### src/rtl/cnn_pkg.sv
// Shared types and widths for the CNN result-path blocks.
package cnn_pkg;

    typedef enum logic [1:0] {
        ST_IDLE  = 2'd0,
        ST_RUN   = 2'd1,
        ST_FLUSH = 2'd2,
        ST_DONE  = 2'd3
    } fsm_state_t;

    localparam int PIX_W        = 8;
    localparam int WORD_W       = 32;
    localparam int PIX_PER_WORD = 4;

endpackage

### src/rtl/fmap_pack4.sv
// Four-lane little-endian pixel pack register with optional ReLU (FMAP_WR_RELU_EN).
// word_o is combinational: the held lanes with the incoming pixel merged into lane_i.
module fmap_pack4
    import cnn_pkg::*;
(
    input  logic              clk,
    input  logic              rst,
    input  logic              clr_i,
    input  logic              load_i,
    input  logic [1:0]        lane_i,
    input  logic [PIX_W-1:0]  pix_i,
    output logic [WORD_W-1:0] word_o
);

    logic [WORD_W-1:0] pack_q;
    logic [WORD_W-1:0] pack_d;
    logic [PIX_W-1:0]  pix_eff;

`ifdef FMAP_WR_RELU_EN
    assign pix_eff = pix_i[PIX_W-1] ? '0 : pix_i;
`else
    assign pix_eff = pix_i;
`endif

    always_comb begin
        word_o = pack_q;
        word_o[lane_i*PIX_W +: PIX_W] = pix_eff;
    end

    // Clearing wins over loading so a completed group leaves zeros for the next one.
    always_comb begin
        pack_d = pack_q;
        if (clr_i) begin
            pack_d = '0;
        end else if (load_i) begin
            pack_d = word_o;
        end
    end

    always_ff @(posedge clk) begin
        if (rst) begin
            pack_q <= '0;
        end else begin
            pack_q <= pack_d;
        end
    end

endmodule

### src/rtl/fmap_writer.sv
// Packs a signed 8-bit pixel stream into 32-bit words and writes them to memory; word
// write follows the 4th pixel by 1 cycle, a stalled write holds and drops in_ready. Macro: FMAP_WR_RELU_EN.
module fmap_writer
    import cnn_pkg::*;
#(
    parameter int IMG_W     = 26,
    parameter int IMG_H     = 26,
    parameter int ADDR_W    = 10,
    parameter int BASE_ADDR = 0
) (
    input  logic              clk,
    input  logic              rst,
    input  logic              start,
    input  logic              in_valid,
    input  logic [PIX_W-1:0]  in_data,
    output logic              in_ready,
    output logic              mem_we,
    output logic [ADDR_W-1:0] mem_addr,
    output logic [WORD_W-1:0] mem_wdata,
    input  logic              mem_ready,
    output logic              busy,
    output logic              done
);

    localparam int NPIX  = IMG_W * IMG_H;
    localparam int CNT_W = 16;

    fsm_state_t        state_q;
    logic [CNT_W-1:0]  pix_cnt_q;
    logic [1:0]        lane_q;
    logic              we_q;
    logic [ADDR_W-1:0] addr_q;
    logic [WORD_W-1:0] wdata_q;
    logic              busy_q;
    logic              done_q;

    logic              stall;
    logic              accept;
    logic              last_pix;
    logic              word_full;
    logic              start_acc;
    logic [WORD_W-1:0] pack_word;

    assign stall     = we_q & ~mem_ready;
    assign in_ready  = (state_q == ST_RUN) & ~stall;
    assign accept    = in_valid & in_ready;
    assign last_pix  = (pix_cnt_q == CNT_W'(NPIX - 1));
    // The final pixel closes its group early; the unused upper lanes are still zero.
    assign word_full = (lane_q == 2'd3) | last_pix;
    assign start_acc = start & (state_q == ST_IDLE);

    fmap_pack4 u_pack (
        .clk    (clk),
        .rst    (rst),
        .clr_i  (start_acc | (accept & word_full)),
        .load_i (accept),
        .lane_i (lane_q),
        .pix_i  (in_data),
        .word_o (pack_word)
    );

    always_ff @(posedge clk) begin
        if (rst) begin
            state_q   <= ST_IDLE;
            pix_cnt_q <= '0;
            lane_q    <= '0;
            we_q      <= 1'b0;
            addr_q    <= ADDR_W'(BASE_ADDR);
            wdata_q   <= '0;
            busy_q    <= 1'b0;
            done_q    <= 1'b0;
        end else begin
            done_q <= 1'b0;
            if (we_q && mem_ready) begin
                we_q   <= 1'b0;
                addr_q <= addr_q + ADDR_W'(1);
            end
            case (state_q)
                ST_IDLE: begin
                    if (start_acc) begin
                        state_q   <= ST_RUN;
                        busy_q    <= 1'b1;
                        pix_cnt_q <= '0;
                        lane_q    <= '0;
                        addr_q    <= ADDR_W'(BASE_ADDR);
                    end
                end
                ST_RUN: begin
                    if (accept) begin
                        pix_cnt_q <= pix_cnt_q + CNT_W'(1);
                        lane_q    <= lane_q + 2'd1;
                        if (word_full) begin
                            we_q    <= 1'b1;
                            wdata_q <= pack_word;
                        end
                        if (last_pix) begin
                            state_q <= ST_FLUSH;
                        end
                    end
                end
                ST_FLUSH: begin
                    if (!we_q || mem_ready) begin
                        state_q <= ST_DONE;
                        done_q  <= 1'b1;
                    end
                end
                ST_DONE: begin
                    state_q <= ST_IDLE;
                    busy_q  <= 1'b0;
                end
                default: state_q <= ST_IDLE;
            endcase
        end
    end

    assign mem_we    = we_q;
    assign mem_addr  = addr_q;
    assign mem_wdata = wdata_q;
    assign busy      = busy_q;
    assign done      = done_q;

endmodule
### config.mk
export PLATFORM = sky130hd
export DESIGN_NAME = fmap_writer
export DESIGN_NICKNAME = d
export VERILOG_FILES = /design/src/rtl/cnn_pkg.sv /design/src/rtl/fmap_pack4.sv /design/src/rtl/fmap_writer.sv
export SDC_FILE = /design/constraint.sdc
export NUM_CORES = 1
export LEC_CHECK = 0
export BUFFER_PORTS_ARGS = -buffer_cell sky130_fd_sc_hd__buf_4
export CAP_MARGIN = 30
export CORE_MARGIN = 2
export CORE_UTILIZATION = 25
export DETAILED_ROUTE_END_ITERATION = 12
export PLACE_DENSITY_LB_ADDON = 0.05
export SYNTH_ARGS = -nofsm -noshare
export SYNTH_HDL_FRONTEND = slang
export SYNTH_SLANG_ARGS = --single-unit
### constraint.sdc
create_clock -name clk -period 5.5 [get_ports clk]
set_input_delay 0.275 -clock clk [delete_from_list [all_inputs] [get_ports clk]]
set_output_delay 0.275 -clock clk [all_outputs]
set_load 0.05 [all_outputs]
==> flow_summary.toml, run 1 <==
[outcome]
status = "finished, final reports clean"

[clocking]
clockBufferDepth = 2
cts_buffers = 9
cts_resized = 0
cts_sinks = 97
htree_levels = 3
postCtsSetupBuffers = 0
cts-root-buf = "clkbuf_16"
path_clk_slew_ns = 0.06
cts_tree = "built"
ctsHoldBuffers = 0
clk_latency_ns = 0.35

[detailed_routing]
routedWlPerCell_um = 16.7
drtIter0Drc = 193
vias_per_cell = 4.90
num_vias = 3763
drc = 0
drt_pass1_iterations = 4
antenna_left = 0
drt_wl_total_mm = 12.8

[timing]
drv_slew = 0
fmax_mhz = 363
fin_tns_setup_ns = 0
final.setup_skew_ns = 0.00715
hold_violations = 0
slew-limit-headroom_pct = 33.5
min_period_ns = 2.75
setup_viol = 0
rsz0062_at_grt = "false"
timing.final.crit_share_pct = 50.1
tightest_slew_ns = 0.998

[worst_setup_path]
crit_arrival_ns = 3.01
cp_num_buf_inv = 2
crit_family = "simple AND/OR/NAND/NOR gates"
endpoint_kind = "flop"
worstPathMaxFanout = 54
max_stage_delay_ns = 0.90
cp_cell_sequence = "inv_1 > ha_1 > and3_2 > buf_4 > a21oi_1 > a211oi_1"
cp_slowest_cell = "and3_2"
crit_type = "reg -> reg"
required_ns = 5.76
crit_path_start_kind = "flop"

[synthesis]
async_flop_share_pct = 0
synthAdderAreaFrac_pct = 3.27
muxShareOfSynthArea_pct = 0.871
synth_nets = 523
yosysMostFrequentCell = "dfxtp_1"
synth_top_area_cell = "dfxtp_1"
yosysTopAreaCellShare_pct = 42.2
synth-simple-area-share_pct = 18.8
synth_compound_gate_area_share_pct = 27.6
synth.area.top_cells = "dfxtp_1, a211oi_2, a21oi_1"
synth_cell_types = 46
netlist_area_um2 = 4600
synth_top_family_by_area = "compound AO/OA/AOI/OAI gates"
ys_ff_latch = 97
yosys.area_share.xor_xnor_pct = 1.52
ys_seq_area_share_pct = 42.2
ys.warnings.count = 0
syn_avg_cell_area_um2 = 9.23
synth_commonest_cells = "dfxtp_1, a21oi_1, nor2_1, nor2b_1"
synth_cells = 498
synth-main-ff-cell = "dfxtp_1"
synth_edf_count = 0

[layout]
num_antenna_cells = 0
fin_nets = 559
area_growth_pct = 18.6
fillerInstances = 1920
drive_above_1_share_pct = 22.1

[global_route]
antenna_found_initial = 0
grt_max_degree = 55
grt_pass1_wl_mm = 20.3
grt_pass1_vias = 3588
grt-ovfl-total = 0
grt_usage_pct = 13.2

[run]
cap_violations = 0

[power_and_ir_drop]
peakVddDrop_mv = 0.155
pwr_density_cell_nw_per_um2 = 342
switching_share_pct = 32.2
pwr-share-clk_pct = 35.6
leakage_nw = 1.83
internal_power_mw = 1.27
power.switching_mw = 0.601
seqPwrFrac_pct = 41.4
power_frac_comb_pct = 23.0
power_mw = 1.87

[placement]
port_buffers = 58
hpwlAfterDp_mm = 8.08
place_congestion = 0.733

[floorplan]
row_count = 49
die_w_um = 140
ios = 59
die_y_um = 140
core_area_um2 = 18000
dieArea_um2 = 19500
start_util_pct = 25.5

[hold_path]
hp-class = "in -> reg"
-- registers in the layout, indices dropped and copies added (netlist names) --
| signal | flops |
|---|---|
| u_pack.pack_q | 32 |
| state_q | 2 |
| lane_q | 2 |
| mem_wdata | 32 |
| pix_cnt_q | 16 |
| busy | 1 |
| mem_we | 1 |
| mem_addr | 10 |
| done | 1 |
-- cell families after synthesis --
kind of cell / count (synthesis)
DFF: 97
xor gates and xnor gates: 8
muxes: 4
and+or+nand+nor: 153
AOI/OAI and AO/OA: 175
adders and majority gates: 12
buffers and inverters: 49
-- worst min-delay path: cells and delay by family --
kind,cells,cell delay (ns)
AO/OA/AOI/OAI,1,0.05
AND/OR/NAND/NOR,1,0.08
buffers and inverters,1,0.14
-- metrics by stage --
step / cell area (um^2) / std cells / worst slack (ns) / hold slack [ns] / util (%)
6_report: 5450 / 768 / 2.75 / 0.255 / 30.3
5_1_grt: 5450 / 768 / 2.49 / 0.261 / 30.3
4_1_cts: 5450 / 768 / 2.76 / 0.245 / 30.3
3_5_place_dp: 5140 / 752 / 2.78 / 0.465 / 28.5
3_3_place_gp: 5140 / 751 / 2.87 / 0.461 / 28.5
2_1_floorplan: 4600 / 498 / 3.60 / 0.443 / -
-- placed cells by master, fill, tap and decap left out, drive strengths merged, types with 2 or more instances in the layout --
| cell type | synthesis | final |
|---|---|---|
| mux2i | 4 | 4 |
| nand3 | 7 | 7 |
| a21oi | 80 | 80 |
| o21a | 5 | 5 |
| nor2b | 33 | 33 |
| nand2 | 14 | 14 |
| and3 | 4 | 4 |
| and4bb | 2 | 2 |
| a211oi | 64 | 64 |
| nor4 | 5 | 5 |
| nor2 | 44 | 44 |
| and4 | 3 | 3 |
| a21o | 2 | 2 |
| nand2b | 4 | 4 |
| clkbuf | 14 | 14 |
| buf | 25 | 64 |
| nand4 | 11 | 11 |
| or4 | 12 | 12 |
| xor2 | 4 | 4 |
| nor4b | 4 | 4 |
| o21ai | 7 | 7 |
| xnor2 | 4 | 4 |
| ha | 12 | 12 |
| dfxtp | 97 | 97 |
| o31a | 2 | 2 |
| o31ai | 11 | 11 |
| nor3 | 5 | 5 |
| inv | 10 | 10 |
-- power by group through the flow --
stage	logic, mW	clock network, mW	registers, mW
final	0.430	0.665	0.772
after floorplan	0.323	0	0.793
after global placement	0.429	0	0.786
after CTS	0.435	0.686	0.771
after detailed placement	0.433	0	0.787
after global routing	0.474	0.722	0.777
-- metal layers --
| layer | vias up | wire length, um | global-route usage [%] |
|---|---|---|---|
| met2 | 52 | 5780 | 20.6 |
| met3 | 11 | 380 | 2.41 |
| li1 | 1911 | - | - |
| met5 | - | 0 | 0 |
| met4 | 0 | 172 | 4.42 |
| met1 | 1789 | 6510 | 18.3 |
-- final cells by class --
class	count	area (um^2)	area share, %
Clock inverter	2	35.0	0.642
Tap cell	229	287	5.25
Multi-Input combinational cell	352	2400	44.0
Clock buffer	14	274	5.02
Inverter	10	37.5	0.688
Sequential cell	97	1940	35.6
Timing Repair Buffer	64	478	8.76
-- path summary, 6_finish.rpt --
kind                 startpoint            end  slack [ns]  cells past startpoint
hold reg to reg   pix_cnt_q[15]  pix_cnt_q[15]        0.48                      2
setup reg to reg     state_q[1]   mem_wdata[0]        2.75                      6
setup / recovery     state_q[1]   mem_wdata[0]        2.75                      6
hold / removal        mem_ready    mem_addr[1]        0.26                      3
Power figures use the tool's default switching activity.
==> run 2, diff against run 1 <==
- clock period: 5.5 -> 2.9 ns (I/O delays scaled with it)
==> run 2 against run 1 <==
Against the previous run: routed wire length increased by 0.41%; critical path depth unchanged; core utilization grew 0.28 points; setup slack worse by 2.0 ns; via count rose by 1.5%; combinational power increased by 91%; worst hold slack lost 0.14 ns; register-to-register slack worse by 2.0 ns; flip-flop and latch count unchanged; cell area grew 0.94%; largest cell class unchanged; sequential share of layout area is 0.33 points lower; clock skew is 0.0014 ns higher.
==> flow_summary.toml, run 2 (same netlist as run 1, synthesis figures left out) <==
[worst_setup_path]
cp_slowest_cell = "or4_1"
crit_family = "simple AND/OR/NAND/NOR gates"
cp_num_buf_inv = 1
cp_cell_sequence = "inv_1 > ha_1 > nand2b_2 > nand4_1 > or4_1 > a21oi_1"
crit_path_start_kind = "flop"
required_ns = 3.18
endpoint_kind = "flop"
max_stage_delay_ns = 0.62
crit_arrival_ns = 2.46
crit_type = "reg -> reg"
worstPathMaxFanout = 12

[clocking]
clk_latency_ns = 0.35
ctsHoldBuffers = 0
cts-root-buf = "clkbuf_16"
htree_levels = 3
cts_tree = "built"
postCtsSetupBuffers = 0
cts_resized = 0
cts_sinks = 97
path_clk_slew_ns = 0.07
clockBufferDepth = 2
cts_buffers = 9

[global_route]
grt_pass1_wl_mm = 20.4
grt-ovfl-total = 0
antenna_found_initial = 0
grt_max_degree = 59
grt_usage_pct = 13.3
grt_pass1_vias = 3518

[hold_path]
hp-class = "in -> reg"

[floorplan]
ios = 59
row_count = 49
die_w_um = 140
core_area_um2 = 18000
start_util_pct = 25.5
dieArea_um2 = 19500
die_y_um = 140

[layout]
layout_commonest_cell = "dfxtp_1"
drive_above_1_share_pct = 23.2
final_cell_mix = "dfxtp_1, a21oi_1, buf_4"
num_antenna_cells = 0
fillerInstances = 1936
finalNonFillerCells = 773
fin_area_um2 = 5510
area_growth_pct = 19.7
fin_nets = 564

[run]
cap_violations = 0

[detailed_routing]
drt_pass1_iterations = 4
routedWlPerCell_um = 16.7
drtIter0Drc = 167
antenna_left = 0
num_vias = 3821
drt_wl_total_mm = 12.9
drc = 0
vias_per_cell = 4.94

[placement]
hpwlAfterDp_mm = 8.22
place_congestion = 0.742
placed_area_um2 = 5180
port_buffers = 58
dp_cells = 757

[timing]
rsz0062_at_grt = "false"
fmax_mhz = 460
setup_viol = 0
tightest_slew_ns = 0.697
final.setup_skew_ns = 0.00859
hold_violations = 0
slew-limit-headroom_pct = 53.4
timing.final.crit_share_pct = 75.0
drv_slew = 0
min_period_ns = 2.18
fin_tns_setup_ns = 0

[outcome]
status = "finished, final reports clean"

[power_and_ir_drop]
peakVddDrop_mv = 0.363
leakage_nw = 1.85
pwr_density_cell_nw_per_um2 = 652
## run 2: per-layer routing
metal	part of all wire [%]	global-route usage [%]	vias to the layer above
met1	50	18.8	1826
met5	0	0	-
met3	4.6	3.72	8
met4	0.97	3.32	0
met2	44	20.0	69
li1	-	-	1918
## run 2: final timing paths
path,start,end,slack (ns),depth (start not counted)
max,state_q[0],pix_cnt_q[11],0.72,6
min reg2reg,pix_cnt_q[15],pix_cnt_q[15],0.47,2
min,mem_ready,mem_addr[1],0.12,3
max reg2reg,state_q[0],pix_cnt_q[11],0.72,6
## run 2: stage by stage
| step | total power, mW | utilization (%) | hold WS [ns] | worst slack (ns) |
|---|---|---|---|---|
| 2_1_floorplan | 2.12 | - | 0.337 | 1.00 |
| 3_3_place_gp | 2.31 | 28.8 | 0.457 | 0.809 |
| 3_5_place_dp | 2.32 | 28.8 | 0.466 | 0.739 |
| 4_1_cts | 3.65 | 30.5 | 0.101 | 0.718 |
| 5_1_grt | 3.81 | 30.5 | 0.114 | 0.560 |
| 6_report | 3.59 | 30.5 | 0.117 | 0.724 |
## run 2: layout make-up
cell class              count  area (um^2)  area share, %
clock buffers               9          225           4.09
clock inverters             7         95.1           1.73
inverters                  10         37.5          0.682
multi-input cells         352         2400           43.6
flip-flops and latches     97         1940           35.3
well taps                 229          287           5.20
repair buffers             69          518           9.41
## run 2: where the power goes
part / switching (mW) / internal, mW / total (mW)
registers: 0.0456 / 1.42 / 1.46
clock network: 0.547 / 0.755 / 1.30
logic: 0.574 / 0.249 / 0.823
## run 2: tightest hold or removal path: stages
cell and delay [ns]:
buf_4 0.14, nand3_1 0.08, a21oi_1 0.05
